### src/rtl/playlist_ctrl.sv
// Playlist sequencer: turns button pulses and song_done into play, song select, seek and player_reset.
// Optional build macro PLAYLIST_REPEAT_EN: loop back to song 0 and keep playing after the last song ends.
module playlist_ctrl #(
  parameter int NUM_SONGS      = 4,
  parameter int SONG_SEL_WIDTH = 2,
  parameter int CLEAR_CYCLES   = 2
) (
  input  logic                      clk,
  input  logic                      reset,
  input  logic                      play_button,
  input  logic                      next_button,
  input  logic                      prev_button,
  input  logic                      ff_button,
  input  logic                      rewind_button,
  input  logic                      song_done,
  output logic                      play,
  output logic [SONG_SEL_WIDTH-1:0] song,
  output logic                      ff,
  output logic                      rewind,
  output logic                      player_reset,
  output logic                      playing
);

  typedef enum logic [1:0] {
    PAUSED  = 2'd0,
    PLAYING = 2'd1,
    SWITCH  = 2'd2
  } state_t;

  localparam logic [SONG_SEL_WIDTH-1:0] LAST_SONG = SONG_SEL_WIDTH'(NUM_SONGS - 1);
  localparam logic [3:0]                CLR_LOAD  = 4'(CLEAR_CYCLES - 1);

`ifdef PLAYLIST_REPEAT_EN
  localparam logic WRAP_RESUME = 1'b1;
`else
  localparam logic WRAP_RESUME = 1'b0;
`endif

  state_t                    state, state_nxt;
  logic [SONG_SEL_WIDTH-1:0] song_nxt, song_inc, song_dec;
  logic                      resume, resume_nxt;
  logic                      enter_switch;
  logic [3:0]                clr_cnt;

  assign song_inc = (song == LAST_SONG) ? '0 : song + 1'b1;
  assign song_dec = (song == '0) ? LAST_SONG : song - 1'b1;

  // NOTE: every signal assigned here gets a default first so no path leaves it unassigned (no latch).
  always_comb begin
    state_nxt    = state;
    song_nxt     = song;
    resume_nxt   = resume;
    enter_switch = 1'b0;
    unique case (state)
      PAUSED: begin
        if (next_button) begin
          enter_switch = 1'b1;
          song_nxt     = song_inc;
          resume_nxt   = 1'b0;
        end else if (prev_button) begin
          enter_switch = 1'b1;
          song_nxt     = song_dec;
          resume_nxt   = 1'b0;
        end else if (play_button) begin
          state_nxt = PLAYING;
        end
      end
      PLAYING: begin
        if (song_done) begin
          enter_switch = 1'b1;
          // Reaching the start while rewinding restarts the same song, paused.
          if (rewind) begin
            resume_nxt = 1'b0;
          end else if (song != LAST_SONG) begin
            song_nxt   = song + 1'b1;
            resume_nxt = 1'b1;
          end else begin
            song_nxt   = '0;
            resume_nxt = WRAP_RESUME;
          end
        end else if (next_button) begin
          enter_switch = 1'b1;
          song_nxt     = song_inc;
          resume_nxt   = 1'b1;
        end else if (prev_button) begin
          enter_switch = 1'b1;
          song_nxt     = song_dec;
          resume_nxt   = 1'b1;
        end else if (play_button) begin
          state_nxt = PAUSED;
        end
      end
      SWITCH: begin
        if (clr_cnt == 4'd0) begin
          state_nxt = resume ? PLAYING : PAUSED;
        end
      end
      default: state_nxt = PAUSED;
    endcase
    if (enter_switch) begin
      state_nxt = SWITCH;
    end
  end

  // NOTE: sequential state uses non-blocking assignments so all registers update together at the edge.
  always_ff @(posedge clk or negedge reset) begin
    if (!reset) begin
      state        <= PAUSED;
      song         <= '0;
      resume       <= 1'b0;
      clr_cnt      <= 4'd0;
      play         <= 1'b0;
      playing      <= 1'b0;
      ff           <= 1'b0;
      rewind       <= 1'b0;
      player_reset <= 1'b0;
    end else begin
      state        <= state_nxt;
      song         <= song_nxt;
      resume       <= resume_nxt;
      play         <= (state_nxt == PLAYING);
      playing      <= (state_nxt == PLAYING);
      ff           <= (state_nxt == PLAYING) & ff_button & ~rewind_button;
      rewind       <= (state_nxt == PLAYING) & rewind_button & ~ff_button;
      player_reset <= (state_nxt == SWITCH);
      if (enter_switch) begin
        clr_cnt <= CLR_LOAD;
      end else if (state == SWITCH && clr_cnt != 4'd0) begin
        clr_cnt <= clr_cnt - 4'd1;
      end
    end
  end

endmodule

### config.mk
export PLATFORM = sky130hd
export DESIGN_NAME = playlist_ctrl
export DESIGN_NICKNAME = d
export VERILOG_FILES = /design/src/rtl/playlist_ctrl.sv
export SDC_FILE = /design/constraint.sdc
export NUM_CORES = 1
export LEC_CHECK = 0
export ABC_AREA = 1
export CORE_MARGIN = 8
export CORE_UTILIZATION = 50
export CTS_BUF_LIST = sky130_fd_sc_hd__clkbuf_4 sky130_fd_sc_hd__clkbuf_8
export DETAILED_ROUTE_END_ITERATION = 7
export GPL_ROUTABILITY_DRIVEN = 0
export PLACE_DENSITY_LB_ADDON = 0.15
export SYNTH_ARGS = -nofsm -noshare
export SYNTH_HDL_FRONTEND = slang
export SYNTH_SLANG_ARGS = --single-unit
export TNS_END_PERCENT = 50
### constraint.sdc
create_clock -name clk -period 2.15 [get_ports clk]
set_clock_uncertainty 0.05 [all_clocks]
set_input_delay 0.3225 -clock clk [delete_from_list [all_inputs] [get_ports clk]]
set_output_delay 0.3225 -clock clk [all_outputs]
set_load 0.03 [all_outputs]
==> results_dict.tcl, run 1 <==
set metrics [dict create \
    outcome "completed" \
    rows 14 \
    internal-power_uw 702 \
    fmax_ghz 0.561 \
    timing.max_cap.violations 0 \
    end_kind "primary output" \
    areaGrowthSynthToFinish_pct 23.7 \
    crit_buf_inv 1 \
    synthFlopType "dfrtp_1" \
    first_pass_iters 4 \
    required_ns 1.78 \
    drv_slew 0 \
    ant_nets 0 \
    core_area_sq_mm 0.00147 \
    drcViolationCount 0 \
    syn_area_sq_um 761 \
    stdcell_area_sq_um 941 \
    synth.distinct_cells 20 \
    fin_crit_ns 1.78 \
    postSynthCellCount 95 \
    power_density_mw_per_mm2 1390 \
    hold_class "primary input to asynchronous set/reset pin" \
    grt-ovfl-total 0 \
    totalWireLength_microns 1400 \
    seqPwrFrac 0.315 \
    htree_levels 1 \
    port_buffers 14 \
    ctsLongestPathBuffers 2 \
    placed_area_sq_um 913 \
    p_clk_frac 0.117 \
    tns_ns 0 \
    via_count 606 \
    critical-path-top-delay-family "buffers and inverters" \
    worst_slew_pin_slew_ns 0.567 \
    yosys.area.top_type_share 0.428 \
    cts_root_buf "clkbuf_4" \
    ys_ff_latch 13 \
    rsz0062_at_grt "false" \
    crit_chain "clkdlybuf4s50_1" \
    synthTopCellsByArea "dfrtp_1, nand2_1, inv_1, nand2_2, ha_1" \
    cts.sinks 13 \
    holdBufCountCts 0 \
    syn_nets 106 \
    p_switching_uw 607 \
    cts_tree "done" \
    synth_edf_count 0 \
    cts_made_buffers 3 \
    p_comb_frac 0.568 \
    fp.dieW_microns 55.0 \
    start_util 0.517 \
    antenna_found_initial 0 \
    slowest_delay_ns 0.70 \
    layout.nets 124 \
    p_sw_frac 0.464 \
    path_clk_slew_ns 0.08 \
    path_max_fanout 5 \
    dieHeight_microns 55.0 \
    post_cts_buffers 0 \
    cp.arrival_ns 1.41 \
    dp_hpwl_microns 1100 \
    start_kind "flop" \
    cp_slowest_cell "clkdlybuf4s50_1" \
    ios 15 \
    grt_max_degree 14 \
    whs_ns 0.347 \
    grt_pass1_vias 608 \
    seq_area_frac_synth 0.428 \
    synth.avg_cell_area_sq_um 8.01 \
    setup-violations-final 0 \
    drt-wirelength-per-cell_microns 10.9 \
    fin_util 0.639 \
    worstSkewPairLatency_ns 0.28 \
    ys_warn_count 0 \
    setup_slack_ns 0.366 \
    r2r_slack_ns 0.79 \
    n_antenna_cell 0 \
    grt_usage 0.112 \
    grt_pass1_wl_microns 2460 \
    via_per_inst 4.73 \
    leakage_uw 0.000499 \
    peakVddDrop_uv 813 \
    preCtsSetupSlack_ns 0.620 \
    drt-initial-drc-count 14 \
    slew_headroom 0.621 \
    hold_viol 0 \
    dieArea_sq_mm 0.00303 \
    yosysTopAreaCell "dfrtp_1" \
    fin_crit_sh 0.830 \
    critPathKind "flop to primary output" \
    drive_above_1_share 0.241 \
    synthArstFlopShare 1.00 \
    ctsResizeCount 0 \
]
[Yosys cell counts (2+ instances only)]
cell type,n
o21ai_0,2
nand2_1,18
nand2_4,2
nand2_2,8
dfrtp_1,13
ha_1,3
or2_2,2
o21ai_2,2
inv_1,15
nor2_1,9
nor2_2,2
a21oi_1,2
inv_2,4
nand3_1,7
[state kept, by name, summed over array words and instances, names as in the netlist]
signal / flops
playing: 1
song: 2
state: 2
rewind: 1
player_reset: 1
clr_cnt: 4
ff: 1
resume: 1
[layer usage]
metal / part of all wire / GRT usage / vias up / wire (microns)
met4: 0.030 / 0.0720 / 0 / 42
met5: 0 / 0 / - / 0
met3: 0.081 / 0.0374 / 5 / 113
met1: 0.50 / 0.140 / 262 / 694
met2: 0.39 / 0.162 / 21 / 546
li1: - / - / 318 / -
[worst reg2reg max path, cell delays in order, from the launching register on]
cell and delay, ns:
dfrtp_1 0.42, inv_1 0.09, ha_1 0.31, o21ai_0 0.17, nand3_1 0.09, nand2_1 0.08
nand2_1 0.05, nand2_1 0.05
[worst paths after layout]
kind / from / endpoint / depth (start not counted)
max: song[1] / song[1] / 1
min in group clk: clr_cnt[0] / clr_cnt[0] / 2
min reg2reg: clr_cnt[0] / clr_cnt[0] / 2
min: reset / player_reset / 1
max in group asynchronous: reset / playing / 1
max reg2reg: song[0] / song[1] / 7
[power by group through the flow]
stage | registers (uW) | clock network [uW] | logic, uW
6_report | 413 | 153 | 744
5_1_grt | 426 | 166 | 844
4_1_cts | 413 | 158 | 753
3_5_place_dp | 417 | 0 | 749
3_3_place_gp | 412 | 0 | 738
2_1_floorplan | 479 | 0 | 496
[cells by family (layout without fill, tap and decap cells)]
group / count (synthesis) / after routing / synth area share
xor gates and xnor gates: 1 / 1 / 0.0115
adders and majority gates: 3 / 3 / 0.0493
DFF: 13 / 13 / 0.428
buffers and inverters: 20 / 37 / 0.104
and+or+nand+nor: 51 / 51 / 0.342
AOI/OAI and AO/OA: 7 / 7 / 0.0658
[per-stage QoR]
| step | instances | total power, uW |
|---|---|---|
| after global placement | 124 | 1150 |
| after detailed placement | 124 | 1170 |
| after floorplan | 95 | 975 |
| final | 128 | 1310 |
| after CTS | 128 | 1320 |
| after global routing | 128 | 1440 |
[area by class of cell]
cell class / instances / area, sq um
clock buffers: 3 / 22.5
clock inverters: 1 / 5.00
fillers: 125 / 531
inverters: 19 / 71.3
multi-input cells: 62 / 357
flip-flops and latches: 13 / 325
well taps: 16 / 20.0
repair buffers: 14 / 140
[cell usage in the layout, fill, tap and decap left out, drive strengths merged]
cell type      instances
nand2                 28
dfrtp                 13
nand3                  8
xor2                   1
o21ai                  4
clkbuf                 3
inv                   19
a21oi                  2
clkdlybuf4s50         14
nor2                  12
clkinv                 1
or2                    2
o22ai                  1
ha                     3
nor3                   1
Note: power is estimated with default switching activity, not from simulation.
==> inputs of run 2 (changes only) <==
--- a/config.mk
+++ b/config.mk
@@ -7,7 +7,7 @@
 export LEC_CHECK = 0
 export ABC_AREA = 1
 export CORE_MARGIN = 8
-export CORE_UTILIZATION = 50
+export CORE_UTILIZATION = 47
 export CTS_BUF_LIST = sky130_fd_sc_hd__clkbuf_4 sky130_fd_sc_hd__clkbuf_8
 export DETAILED_ROUTE_END_ITERATION = 7
 export GPL_ROUTABILITY_DRIVEN = 0
==> constraint.sdc (replaced) <==
create_clock -name clk -period 1.5 [get_ports clk]
set_clock_uncertainty 0.05 [all_clocks]
set_input_delay 0.225 -clock clk [delete_from_list [all_inputs] [get_ports clk]]
set_output_delay 0.225 -clock clk [all_outputs]
set_load 0.03 [all_outputs]
==> results_dict.tcl, run 2 (same netlist as run 1, synthesis figures left out) <==
set metrics [dict create \
    largest_reg_flops 4 \
    fp.dieW_microns 56.2 \
    grt_pass1_wl_microns 2590 \
    whs_ns 0.188 \
    cts_tree "done" \
    hold_class "primary input to asynchronous set/reset pin" \
    outcome "completed" \
    port_buffers 14 \
    drt-initial-drc-count 7 \
    fmax_ghz 0.727 \
    layoutNonFillerInstCount 129 \
    slowest_delay_ns 0.42 \
    totalWireLength_microns 1400 \
    power_density_mw_per_mm2 1940 \
    antenna_found_initial 0 \
    largest_register "clr_cnt" \
    via_count 605 \
    ios 15 \
    drt-wirelength-per-cell_microns 10.9 \
    critical-path-top-delay-family "buffers and inverters" \
    start_kind "flop" \
    setup-violations-final 0 \
    dieArea_sq_mm 0.00316 \
    grt_max_degree 14 \
    crit_chain "dlygate4sd2_1" \
    cts_root_buf "clkbuf_4" \
    dp_cells 125 \
    peakVddDrop_uv 1160 \
    areaGrowthSynthToFinish_pct 23.5 \
    grt_pass1_vias 627 \
    ctsLongestPathBuffers 2 \
    start_util 0.505 \
    n_antenna_cell 0 \
    critPathKind "flop to primary output" \
    drive_above_1_share 0.248 \
    worstSkewPairLatency_ns 0.27 \
    first_pass_iters 3 \
    largest_registers "clr_cnt: 4 flops, song: 2 flops, state: 2 flops" \
    timing.max_cap.violations 0 \
    grt-ovfl-total 0 \
    end_kind "primary output" \
    hold_viol 0 \
    via_per_inst 4.69 \
    worst_slew_pin_slew_ns 0.311 \
    rsz0062_at_grt "false" \
    dp_hpwl_microns 1140 \
    cts_made_buffers 3 \
    tns_ns 0 \
    path_clk_slew_ns 0.08 \
    htree_levels 1 \
    rows 14 \
    mostFrequentLayoutCell "nand2_1" \
    ant_nets 0 \
    fin_crit_sh 0.917 \
    dieHeight_microns 56.2 \
    cts.sinks 13 \
    layout.nets 125 \
    path_max_fanout 5 \
    required_ns 1.22 \
    cp_slowest_cell "dlygate4sd2_1" \
    leakage_uw 0.000527 \
    drv_slew 0 \
    cp.arrival_ns 1.10 \
    core_area_sq_mm 0.00151 \
    grt_usage 0.0985 \
    drcViolationCount 0 \
    slew_headroom 0.793 \
    final_cell_mix "nand2_1, inv_1, dfrtp_1" \
    fin_crit_ns 1.38 \
    crit_buf_inv 1 \
    post_cts_buffers 0 \
]
run 2: changes by cell type in the layout (fill, tap and decap cells not counted), sizes merged:
cell           before  now
buf                 0    1
clkdlybuf4s50      14    7
dlygate4sd2         0    7
run 2: repair_timing:
action,4_1_cts,5_1_grt
hold buffers,0,0
endpoints found under the setup margin,7,0
resized for setup,7,0
hold endpoints to repair,0,0
run 2: worst paths after layout:
path,from,slack [ns],depth (start not counted),end
max,song[1],0.12,1,song[1]
min,reset,0.19,2,player_reset
max reg2reg,song[0],0.17,7,song[1]
min reg2reg,clr_cnt[0],0.45,2,clr_cnt[0]
max in group asynchronous,reset,1.05,2,state[0]
min in group clk,clr_cnt[0],0.45,2,clr_cnt[0]
run 2: report_power, final:
group / leakage (uW) / internal (uW) / switching (uW)
logic: 0.000345 / 376 / 655
clock network: 0.0000177 / 98.8 / 113
registers: 0.000164 / 489 / 94.8
run 2: layout make-up:
cell class | count | area, sq um
fill | 140 | 567
multi-input combinational | 62 | 357
sequential | 13 | 325
timing repair buffer | 15 | 139
inverter | 19 | 71.3
clock buffer | 3 | 22.5
tap | 16 | 20.0
clock inverter | 1 | 5.00
run 2: per-layer routing:
layer  up-vias  GRT usage  share of wire
met5         -          0              0
met4         0     0.0756          0.021
met3         4     0.0342          0.075
met2        14      0.139           0.42
met1       264      0.117           0.49
li1        323          -              -
run 2: through the flow:
step | setup WS, ns | cell area, sq um | utilization | total power [uW]
global route | 0.0244 | 940 | 0.624 | 2010
CTS | 0.105 | 940 | 0.624 | 1850
global placement | 0.0619 | 921 | 0.611 | 1650
finish | 0.125 | 940 | 0.624 | 1830
floorplan | 0.0614 | 761 | - | 1400
detailed placement | 0.0511 | 921 | 0.611 | 1680
